===== config.mk =====
export PLATFORM = sky130hd
export DESIGN_NAME = port_uart_tx_flat
export DESIGN_NICKNAME = d
export VERILOG_FILES = /design/src/rtl/port_uart_tx_if.sv /design/src/rtl/port_uart_tx.sv /design/src/flat_wrapper.sv
export SDC_FILE = /design/constraint.sdc
export NUM_CORES = 1
export LEC_CHECK = 0
export ABC_CLOCK_PERIOD_IN_PS = 2800
export BUFFER_PORTS_ARGS = -buffer_cell sky130_fd_sc_hd__buf_4
export CORE_MARGIN = 2
export CORE_UTILIZATION = 50
export CTS_BUF_LIST = sky130_fd_sc_hd__clkbuf_8
export DETAILED_ROUTE_END_ITERATION = 6
export PLACE_DENSITY = 0.68
export SYNTH_ARGS = -nofsm -noshare
export SYNTH_HDL_FRONTEND = slang
export SYNTH_SLANG_ARGS = --single-unit

===== constraint.sdc =====
create_clock -name clk -period 2.8 [get_ports clk]
set_input_delay 0 -clock clk [delete_from_list [all_inputs] [get_ports clk]]
set_output_delay 0 -clock clk [all_outputs]
set_load 0.05 [all_outputs]

===== src/rtl/port_uart_tx_if.sv =====
// Port-side bus of the UART transmitter: the computer's write strobe and data,
// the overrun-clear strobe, and the serial line and status byte going back.
interface port_uart_tx_if;
    logic       wr_en;
    logic [7:0] wr_data;
    logic       clr_ovr;
    logic       tx;
    logic [7:0] status;

    modport master (
        output wr_en,
        output wr_data,
        output clr_ovr,
        input  tx,
        input  status
    );

    modport slave (
        input  wr_en,
        input  wr_data,
        input  clr_ovr,
        output tx,
        output status
    );
endinterface


===== src/rtl/port_uart_tx.sv =====
// UART transmitter behind a computer output port. Written bytes go into a
// four-entry FIFO. A serialiser sends each byte as one start bit, eight data
// bits (LSB first) and one stop bit, with CLKS_PER_BIT clocks per bit. The
// status byte reports overrun, busy, full, empty and the FIFO occupancy.
module port_uart_tx #(
    parameter int CLKS_PER_BIT = 4,
    parameter int DEPTH        = 4
) (
    input logic           clk,
    input logic           reset,
    port_uart_tx_if.slave bus
);

    typedef enum logic [1:0] {IDLE, START, DATA, STOP} state_t;

    localparam int             CW         = (CLKS_PER_BIT > 1) ? $clog2(CLKS_PER_BIT) : 1;
    localparam logic [CW-1:0]  BAUD_LAST  = CW'(CLKS_PER_BIT - 1);
    localparam logic [2:0]     FULL_COUNT = 3'(DEPTH);

    state_t        state;
    state_t        state_n;
    logic [CW-1:0] baud_cnt;
    logic [CW-1:0] baud_n;
    logic [2:0]    bit_idx;
    logic [2:0]    bit_n;
    logic [7:0]    shift_reg;
    logic [7:0]    shift_n;

    logic [7:0]    mem [0:3];
    logic [1:0]    wr_ptr;
    logic [1:0]    rd_ptr;
    logic [2:0]    count;
    logic [2:0]    count_n;
    logic          overrun;
    logic          overrun_n;

    logic          pop;
    logic          push;
    logic          drop;

    logic          tx_q;
    logic          tx_n;
    logic [7:0]    status_q;
    logic [7:0]    status_n;

    assign bus.tx     = tx_q;
    assign bus.status = status_q;

    // Serialiser next state. In IDLE a waiting byte is popped straight into the
    // shift register so the start bit goes out on the very next edge. The baud
    // counter restarts at zero on every state change and every data-bit change.
    always_comb begin
        state_n = state;
        baud_n  = baud_cnt;
        bit_n   = bit_idx;
        shift_n = shift_reg;
        pop     = 1'b0;
        case (state)
            IDLE: begin
                if (count != 3'd0) begin
                    pop     = 1'b1;
                    shift_n = mem[rd_ptr];
                    bit_n   = 3'd0;
                    baud_n  = '0;
                    state_n = START;
                end
            end
            START: begin
                if (baud_cnt == BAUD_LAST) begin
                    baud_n  = '0;
                    bit_n   = 3'd0;
                    state_n = DATA;
                end else begin
                    baud_n = baud_cnt + 1'b1;
                end
            end
            DATA: begin
                if (baud_cnt == BAUD_LAST) begin
                    baud_n = '0;
                    if (bit_idx == 3'd7) begin
                        state_n = STOP;
                    end else begin
                        bit_n = bit_idx + 3'd1;
                    end
                end else begin
                    baud_n = baud_cnt + 1'b1;
                end
            end
            STOP: begin
                if (baud_cnt == BAUD_LAST) begin
                    baud_n  = '0;
                    state_n = IDLE;
                end else begin
                    baud_n = baud_cnt + 1'b1;
                end
            end
            default: begin
                state_n = IDLE;
                baud_n  = '0;
                bit_n   = 3'd0;
            end
        endcase
    end

    // FIFO bookkeeping. A full FIFO still accepts a write when the serialiser
    // pops in the same cycle. A dropped write sets overrun, and that wins over a
    // simultaneous clear.
    always_comb begin
        push      = bus.wr_en && ((count < FULL_COUNT) || pop);
        drop      = bus.wr_en && !push;
        count_n   = count + {2'b00, push} - {2'b00, pop};
        overrun_n = overrun;
        if (drop) begin
            overrun_n = 1'b1;
        end else if (bus.clr_ovr) begin
            overrun_n = 1'b0;
        end
    end

    // The line level and status byte come from post-edge values, so both
    // outputs are registered yet reflect the state entered at that same edge.
    always_comb begin
        tx_n = 1'b1;
        case (state_n)
            IDLE:    tx_n = 1'b1;
            START:   tx_n = 1'b0;
            DATA:    tx_n = shift_n[bit_n];
            STOP:    tx_n = 1'b1;
            default: tx_n = 1'b1;
        endcase
        status_n = {overrun_n, (state_n != IDLE), (count_n == FULL_COUNT),
                    (count_n == 3'd0), 1'b0, count_n};
    end

    // Serialiser state register and registered outputs. Reset aborts any frame
    // and returns the line to idle high.
    always_ff @(posedge clk) begin
        if (reset) begin
            state     <= IDLE;
            baud_cnt  <= '0;
            bit_idx   <= 3'd0;
            shift_reg <= 8'h00;
            tx_q      <= 1'b1;
            status_q  <= 8'h10;
        end else begin
            state     <= state_n;
            baud_cnt  <= baud_n;
            bit_idx   <= bit_n;
            shift_reg <= shift_n;
            tx_q      <= tx_n;
            status_q  <= status_n;
        end
    end

    // FIFO pointers, occupancy and sticky overrun. Reset discards queued bytes.
    always_ff @(posedge clk) begin
        if (reset) begin
            wr_ptr  <= 2'd0;
            rd_ptr  <= 2'd0;
            count   <= 3'd0;
            overrun <= 1'b0;
        end else begin
            if (push) begin
                wr_ptr <= wr_ptr + 2'd1;
            end
            if (pop) begin
                rd_ptr <= rd_ptr + 2'd1;
            end
            count   <= count_n;
            overrun <= overrun_n;
        end
    end

    // FIFO storage. The head is read combinationally during the pop, so a
    // same-cycle write into the slot being freed cannot corrupt the popped byte.
    always_ff @(posedge clk) begin
        if (!reset && push) begin
            mem[wr_ptr] <= bus.wr_data;
        end
    end

endmodule

===== src/flat_wrapper.sv =====
// flat-port wrapper written by rule: the top's interface ports become plain ports
module port_uart_tx_flat 
#(
    parameter int CLKS_PER_BIT = 4,
    parameter int DEPTH        = 4
)
  (clk, reset, bus_wr_en, bus_wr_data, bus_clr_ovr, bus_tx, bus_status);
  port_uart_tx_if bus_i ();
  input logic clk;
  input logic reset;
  input wire logic [$bits(bus_i.wr_en)-1:0] bus_wr_en;
  input wire logic [$bits(bus_i.wr_data)-1:0] bus_wr_data;
  input wire logic [$bits(bus_i.clr_ovr)-1:0] bus_clr_ovr;
  output wire logic [$bits(bus_i.tx)-1:0] bus_tx;
  output wire logic [$bits(bus_i.status)-1:0] bus_status;
  assign bus_i.wr_en = bus_wr_en;
  assign bus_i.wr_data = bus_wr_data;
  assign bus_i.clr_ovr = bus_clr_ovr;
  assign bus_tx = bus_i.tx;
  assign bus_status = bus_i.status;
  port_uart_tx #(.CLKS_PER_BIT(CLKS_PER_BIT), .DEPTH(DEPTH)) u_core (.clk(clk), .reset(reset), .bus(bus_i));
endmodule

After elaboration in Yosys (flattened, before gate mapping)
Memory sizes are Yosys's and may differ from the RTL's. A register that Yosys moved wholly into a read port is not among the register bits.
Cells that the tools add are included.

operators by class
  divide/modulo/power cells = 0
  magnitude comparators = 2
  multipliers = 0
  $add $sub $neg = 6
  mux-type cells = 27
  equality and inequality tests = 10
  reductions and logical operators = 13
  shift operators = 0
  bitwise operators = 0

operators by type and width
  cell                                                 count
  two-way mux 2 bit                                    9
  two-way mux 8 bit                                    2
  two-way mux 3 bit                                    4
  equality test 2 bit, second input constant           5
  one-hot mux 3 bit (3 select lines)                   1
  one-hot mux 2 bit (4 select lines)                   1
  two-way mux 1 bit                                    7
  adder 2 x 1 -> 2 bit, second input constant          3
  equality test 3 bit, second input constant           2
  equality test 2 x 1 -> 1 bit, second input constant  2
  zero test 2 bit                                      2
  < comparator 3 x 4 -> 1 bit, second input constant   1
  one-hot mux 2 bit (2 select lines)                   1
  adder 3 x 1 -> 3 bit                                 1
  adder 3 x 1 -> 3 bit, second input constant          1
  binary-select mux 1 bit (select 3 bit)               1
  logical AND 1 bit                                    3
  zero test 3 bit                                      1
  < comparator 3 bit, second input constant            1
  one-hot mux 1 bit (3 select lines)                   1
  nonzero test 3 bit                                   1
  OR reduction 3 bit                                   1
  subtractor 3 x 1 -> 3 bit                            1
  zero test 1 bit                                      2
  4 further kinds                                      4

word-level totals
  word-level logic and storage cells = 70
  bits in writable memories = 32
  bits in latches = 0
  output and inout port bits = 9
  memory bits (read-only) = 0
  register bits = 32
  memories = 1

memory list
  memory      depth  bits a word  read ports  clocked after memory_dff  write ports  RTL line            text
  u_core.mem  4      8            1           1                         1            port_uart_tx.sv:29  logic [7:0] mem [0:3];

Depth between registers and ports, before layout
Gate-level depths: netlist (run 1).

  depth after elaboration = 8
  gate-level depth with buffers = 10
  depth with buffers taken out = 9

Worst setup path after synthesis (run 1)
OpenSTA, ideal clock, no wires.

  path type = register to register
  from = register, netlist name u_core.bus.status[1]
  to = register u_core.status_q[5] (netlist: u_core.bus.status[5])
  slack = 344 ps
  arrival = 2378 ps
  cell stages (with the launch flop) = 11
  path buffers = 1
  clock period less this slack = 2456 ps
  cell sequence = dfxtp_1 -> nor3_4 -> nor2_8 -> buf_8 -> ha_1 -> inv_1 -> ha_1 -> fa_1 -> xnor2_1 -> nand2_1 -> nor3_1

RTL lines
  what                  RTL line             text
  end signal, assigned  port_uart_tx.sv:151  status_q <= status_n;
  end, declared         port_uart_tx.sv:43   logic [7:0] status_q;

==> results.json, run 1 <==
{
  "drc_errors": 0,
  "wire_per_inst_um": 14.4,
  "slowest_stage": "nor3_4",
  "timing.fmax_mhz": 431,
  "ctsResizeCount": 0,
  "rows": 26,
  "outcome": "completed",
  "worstPathArrival_ps": 2580,
  "rsz0062_at_grt": "no",
  "drtAntennaViolNets": 0,
  "yosysSeqAreaShare_pct": 59.2,
  "r2r_slack_ps": 480,
  "clock_latency_ps": 330,
  "cp_max_fo": 11,
  "cts_num_sinks": 61,
  "wirelength_mm": 4.36,
  "ys_seq_elements": 61,
  "cts_buffers": 9,
  "fill_cells": 423,
  "reg2reg_depth": 9,
  "synth_cells": 198,
  "cp_cell_sequence": "nor3_4, nor2_8, ha_1, inv_1, ha_1, fa_1, xnor2_1, nand2_1, nor3_1",
  "grt_pass1_vias": 1528,
  "grt_usage_pct": 16.7,
  "gp_congestion": 0.776,
  "path_class": "flop to flop",
  "ys_types": 43,
  "start_kind": "flop",
  "crit_required_ps": 3060,
  "largest_register_ffs": 32,
  "grt_pass1_wl_mm": 7.14,
  "vias_per_cell": 5.04,
  "tightest_slew_ps": 559,
  "die_w_um": 76.2,
  "cts_tree": "built",
  "die_area_mm2": 0.00580,
  "setup_tns_ps": 0,
  "skew_ps": 9.77,
  "diodes": 0,
  "hold_depth": 2,
  "path_clk_slew_ps": 60,
  "report.final.slew_viol_count": 0,
  "drt_iter0_drc": 43,
  "yosysWarnings": 0,
  "syn2layout_area_growth_pct": 16.6,
  "worstHoldPathType": "primary input to flop",
  "power_density_mw_per_mm2": 933,
  "avgSynthCellArea_um2": 13.2,
  "nNetsFinal": 252,
  "grt_overflow": 0,
  "period_share_pct": 82.9,
  "cp_common_cell": "ha_1",
  "ios": 21,
  "core_mm2": 0.00507,
  "grt_max_degree": 27,
  "clock-root-buffer": "clkbuf_8",
  "antenna_found_initial": 0,
  "power.leakage_uw": 0.00121,
  "drv_cap": 0,
  "fp.dieH_um": 76.2,
  "post-route-util_pct": 59.8,
  "hold_viol": 0,
  "ir_drop_v": 0.000450,
  "io_buffers": 19,
  "layout-drive-gt1-share_pct": 19.7,
  "start_util_pct": 51.3,
  "finalCriticalPeriod_ps": 2320,
  "synth_area_mm2": 0.00260,
  "post-cts-setup-buffer-count": 0,
  "finalSetupViolations": 0,
  "vias": 1526,
  "h-tree-depth": 3,
  "dp_hpwl_mm": 3.01,
  "syn_nets": 222,
  "slew_headroom_pct": 62.7,
  "dr.pass1.iters": 4,
  "cp_slowest_stage_delay_ps": 430,
  "cts_buffer_depth": 2,
  "endpoint_kind": "flop"
}
-- layout make-up --
cell class / instances / area [um^2] / share of cell area [%]
well taps: 70 / 87.6 / 2.88
flip-flops and latches: 61 / 1540 / 50.8
clock buffers: 10 / 138 / 4.53
inverters: 16 / 60.1 / 1.98
multi-input cells: 111 / 943 / 31.1
clock inverters: 6 / 23.8 / 0.783
repair buffers: 29 / 243 / 7.99
-- cell usage after synthesis (all sizes together) --
| master | instances | area, um^2 |
|---|---|---|
| clkbuf | 5 | 20.0 |
| fa | 1 | 20.0 |
| a32oi | 2 | 17.5 |
| a21oi | 3 | 15.0 |
| mux2 | 1 | 15.0 |
| or2 | 2 | 15.0 |
| a21o | 1 | 7.51 |
| o21a | 1 | 7.51 |
| o22ai | 2 | 18.8 |
| xor2 | 3 | 26.3 |
| xnor2 | 3 | 26.3 |
| a311o | 1 | 10.0 |
| mux4 | 8 | 180 |
| and2 | 5 | 31.3 |
| and3 | 1 | 6.26 |
| nor3 | 4 | 31.3 |
| o21ba | 1 | 10.0 |
| conb | 1 | 3.75 |
| a311oi | 1 | 8.76 |
| dfxtp | 29 | 581 |
| a221oi | 1 | 15.0 |
| buf | 5 | 40.0 |
| inv | 16 | 60.1 |
| a21bo | 1 | 10.0 |
| nand2 | 9 | 33.8 |
| nand3 | 3 | 15.0 |
| ha | 11 | 138 |
| nand4 | 1 | 6.26 |
| mux2i | 11 | 110 |
| a31oi | 1 | 6.26 |
| edfxtp | 32 | 961 |
| nor2 | 25 | 110 |
| o31ai | 2 | 20.0 |
| nor2b | 3 | 18.8 |
| o21ai | 2 | 10.0 |
-- path summary, 6_finish.rpt --
kind / startpoint / to
max: u_core.bus.status[1] / u_core.bus.status[5]
min: reset / u_core.bus.status[6]
max reg2reg: u_core.bus.status[1] / u_core.bus.status[5]
min reg2reg: u_core.baud_cnt[1] / u_core.baud_cnt[1]
-- layout by cell type, fill, tap and decap left out, drive strengths merged, types with 5 or more instances in the layout --
master       count
mux4             8
buf             19
edfxtp          32
dlygate4sd3     10
and2             5
dfxtp           29
inv             20
nand2            9
ha              11
clkbuf          10
mux2i           11
nor2            25
-- repair_timing --
item	4_1_cts	5_1_grt
hold endpoints to repair	33	0
endpoints found under the setup margin	0	0
hold buffers	10	0
-- report_power, final --
group | total [uW] | internal, uW | switching, uW
registers | 1200 | 1090 | 112
clock network | 638 | 327 | 311
logic | 996 | 433 | 563
-- per-stage QoR --
| stage | setup slack (ps) | cells | hold WS, ps | power, uW | instance area (um^2) |
|---|---|---|---|---|---|
| 5_1_grt | 252 | 303 | 22.2 | 3010 | 3040 |
| 2_1_floorplan | 344 | 198 | 98.9 | 2010 | 2610 |
| 6_report | 479 | 303 | 15.7 | 2830 | 3040 |
| 4_1_cts | 455 | 303 | 18.3 | 2860 | 3040 |
| 3_3_place_gp | 561 | 277 | 199 | 2160 | 2780 |
| 3_5_place_dp | 473 | 277 | 203 | 2210 | 2780 |
-- kinds of logic after synthesis --
group	synth area share, %
multiplexers	11.7
buffers and inverters	4.61
flip-flops	59.2
AND/OR/NAND/NOR	10.3
adder cells (fa/ha/maj)	6.05
other	0.144
XOR/XNOR	2.02
AO/OA/AOI/OAI	6.00
-- layer usage --
metal	routed length [um]	up-vias	GRT usage (%)
met3	179	9	6.52
li1	-	753	-
met1	1850	739	18.8
met2	2250	25	27.9
met4	86	0	8.18
met5	0	-	0
-- critical path, delay by kind of cell (launching register included) --
kind,cells,cell delay [ps]
adder cells (fa/ha/maj),3,880
AND/OR/NAND/NOR,4,760
flip-flops,1,370
XOR/XNOR,1,210
buffers and inverters,1,40
No activity file was read; power rests on OpenSTA's default activity.
==> inputs of run 2 (changes only) <==
--- a/config.mk
+++ b/config.mk
@@ -5,7 +5,7 @@
 export SDC_FILE = /design/constraint.sdc
 export NUM_CORES = 1
 export LEC_CHECK = 0
-export ABC_CLOCK_PERIOD_IN_PS = 2800
+export ABC_CLOCK_PERIOD_IN_PS = 2380
 export BUFFER_PORTS_ARGS = -buffer_cell sky130_fd_sc_hd__buf_4
 export CORE_MARGIN = 2
 export CORE_UTILIZATION = 50
==> constraint.sdc (replaced) <==
create_clock -name clk -period 2.38 [get_ports clk]
set_input_delay 0 -clock clk [delete_from_list [all_inputs] [get_ports clk]]
set_output_delay 0 -clock clk [all_outputs]
set_load 0.05 [all_outputs]
==> results.json, run 2 (synthesis results as in run 1) <==
{
  "hold_viol": 0,
  "setup_tns_ps": 0,
  "h-tree-depth": 3,
  "final_common_cell": "edfxtp_1",
  "cts_buffers": 9,
  "cts_buffer_depth": 2,
  "grt_usage_pct": 17.4,
  "die_area_mm2": 0.00580,
  "vias_per_cell": 5.07,
  "slowest_stage": "nor3_4",
  "cp_cell_sequence": "nor3_4, nor2_8, ha_1, inv_1, ha_1, fa_1, xnor2_1, nand2_1, nor3_1",
  "grt_pass1_wl_mm": 7.70,
  "start_kind": "flop",
  "nNetsFinal": 255,
  "endpoint_kind": "flop",
  "post-cts-setup-buffer-count": 0,
  "diodes": 0,
  "drtAntennaViolNets": 0,
  "fp.dieH_um": 76.2,
  "worstPathBufferInverterCount": 1,
  "rsz0062_at_grt": "no",
  "die_w_um": 76.2,
  "cts_tree": "built",
  "tightest_slew_ps": 539,
  "syn2layout_area_growth_pct": 18.4,
  "dp_hpwl_mm": 3.10,
  "gp_congestion": 0.800,
  "slew_headroom_pct": 63.8,
  "crit_required_ps": 2630,
  "period_share_pct": 95.2,
  "worstPathArrival_ps": 2520,
  "dp_slack_ps": 69.8,
  "worstHoldPathType": "primary input to flop",
  "report.final.slew_viol_count": 0,
  "timing.final.ws_setup_ps": 114,
  "ios": 21,
  "start_util_pct": 51.3,
  "vias": 1552,
  "cp_top_family": "adder cells",
  "drt_iter0_drc": 65,
  "timing.fmax_mhz": 441,
  "grt_overflow": 0,
  "path_class": "flop to flop",
  "io_buffers": 19,
  "layout-drive-gt1-share_pct": 22.9,
  "grt_max_degree": 27,
  "wire_per_inst_um": 14.7,
  "cp_common_cell": "ha_1",
  "outcome": "completed",
  "power.leakage_uw": 0.00122,
  "clock-root-buffer": "clkbuf_8",
  "antenna_found_initial": 0,
  "ir_drop_v": 0.000488,
  "clock_latency_ps": 330,
  "finalSetupViolations": 0,
  "cp_max_fo": 7,
  "power_density_mw_per_mm2": 1120,
  "path_clk_slew_ps": 60,
  "drc_errors": 0,
  "fill_cells": 413,
  "power_uw": 3470,
  "dr.pass1.iters": 4,
  "fin_area_mm2": 0.00309,
  "postPlaceCellArea_mm2": 0.00279,
  "wirelength_mm": 4.49,
  "finalCriticalPeriod_ps": 2270,
  "core_mm2": 0.00507,
  "largest_register_ffs": 32,
  "final_cell_mix": "32 x edfxtp_1, 25 x dfxtp_1, 24 x nor2_1",
  "rows": 26,
  "cp_slowest_stage_delay_ps": 410,
  "drv_cap": 0,
  "cts_num_sinks": 61,
  "skew_ps": 4.56,
  "grt_pass1_vias": 1674
}
==> run 2: area by class of cell <==
class	instances	area (um^2)	share of cell area [%]
tap	70	87.6	2.84
sequential	61	1550	50.1
clock buffer	9	124	4.01
clock inverter	7	56.3	1.82
inverter	16	60.1	1.95
timing repair buffer	32	268	8.68
multi-input combinational	111	943	30.6
==> run 2: path summary, 6_finish.rpt <==
| kind | start | to | slack (ps) | cells past startpoint |
|---|---|---|---|---|
| setup / recovery | u_core.bus.status[2] | u_core.bus.status[5] | 110 | 9 |
| hold / removal | bus_wr_data[1] | u_core.mem[3][1] | 410 | 2 |
| setup reg to reg | u_core.bus.status[2] | u_core.bus.status[5] | 110 | 9 |
| hold reg to reg | u_core.baud_cnt[1] | u_core.baud_cnt[1] | 490 | 2 |
==> run 2: stage by stage <==
stage	std cells	util (%)	hold slack, ps
4_1_cts	306	60.8	394
3_5_place_dp	279	55.1	203
3_3_place_gp	279	55.1	197
6_report	306	60.8	409
2_1_floorplan	198	-	98.9
5_1_grt	306	60.8	403
==> run 2: power breakdown <==
group | switching [uW] | total, uW | leakage, uW | internal (uW)
clock | 370 | 836 | 0.0000953 | 466
sequential | 105 | 1390 | 0.000530 | 1280
combinational | 710 | 1250 | 0.000594 | 538
==> run 2: repair_timing <==
| action | in CTS | in global routing |
|---|---|---|
| hold buffers | 11 | 0 |
| gates resized for setup | 0 | 1 |
| hold endpoints to repair | 34 | 0 |
| setup endpoints to repair | 0 | 3 |
==> run 2: layer usage <==
metal	track usage, %	part of all wire, %	vias up
met5	0	0	-
met4	8.00	1.7	0
met3	5.21	3.0	6
met2	29.7	50	24
met1	20.1	45	763
li1	-	-	759
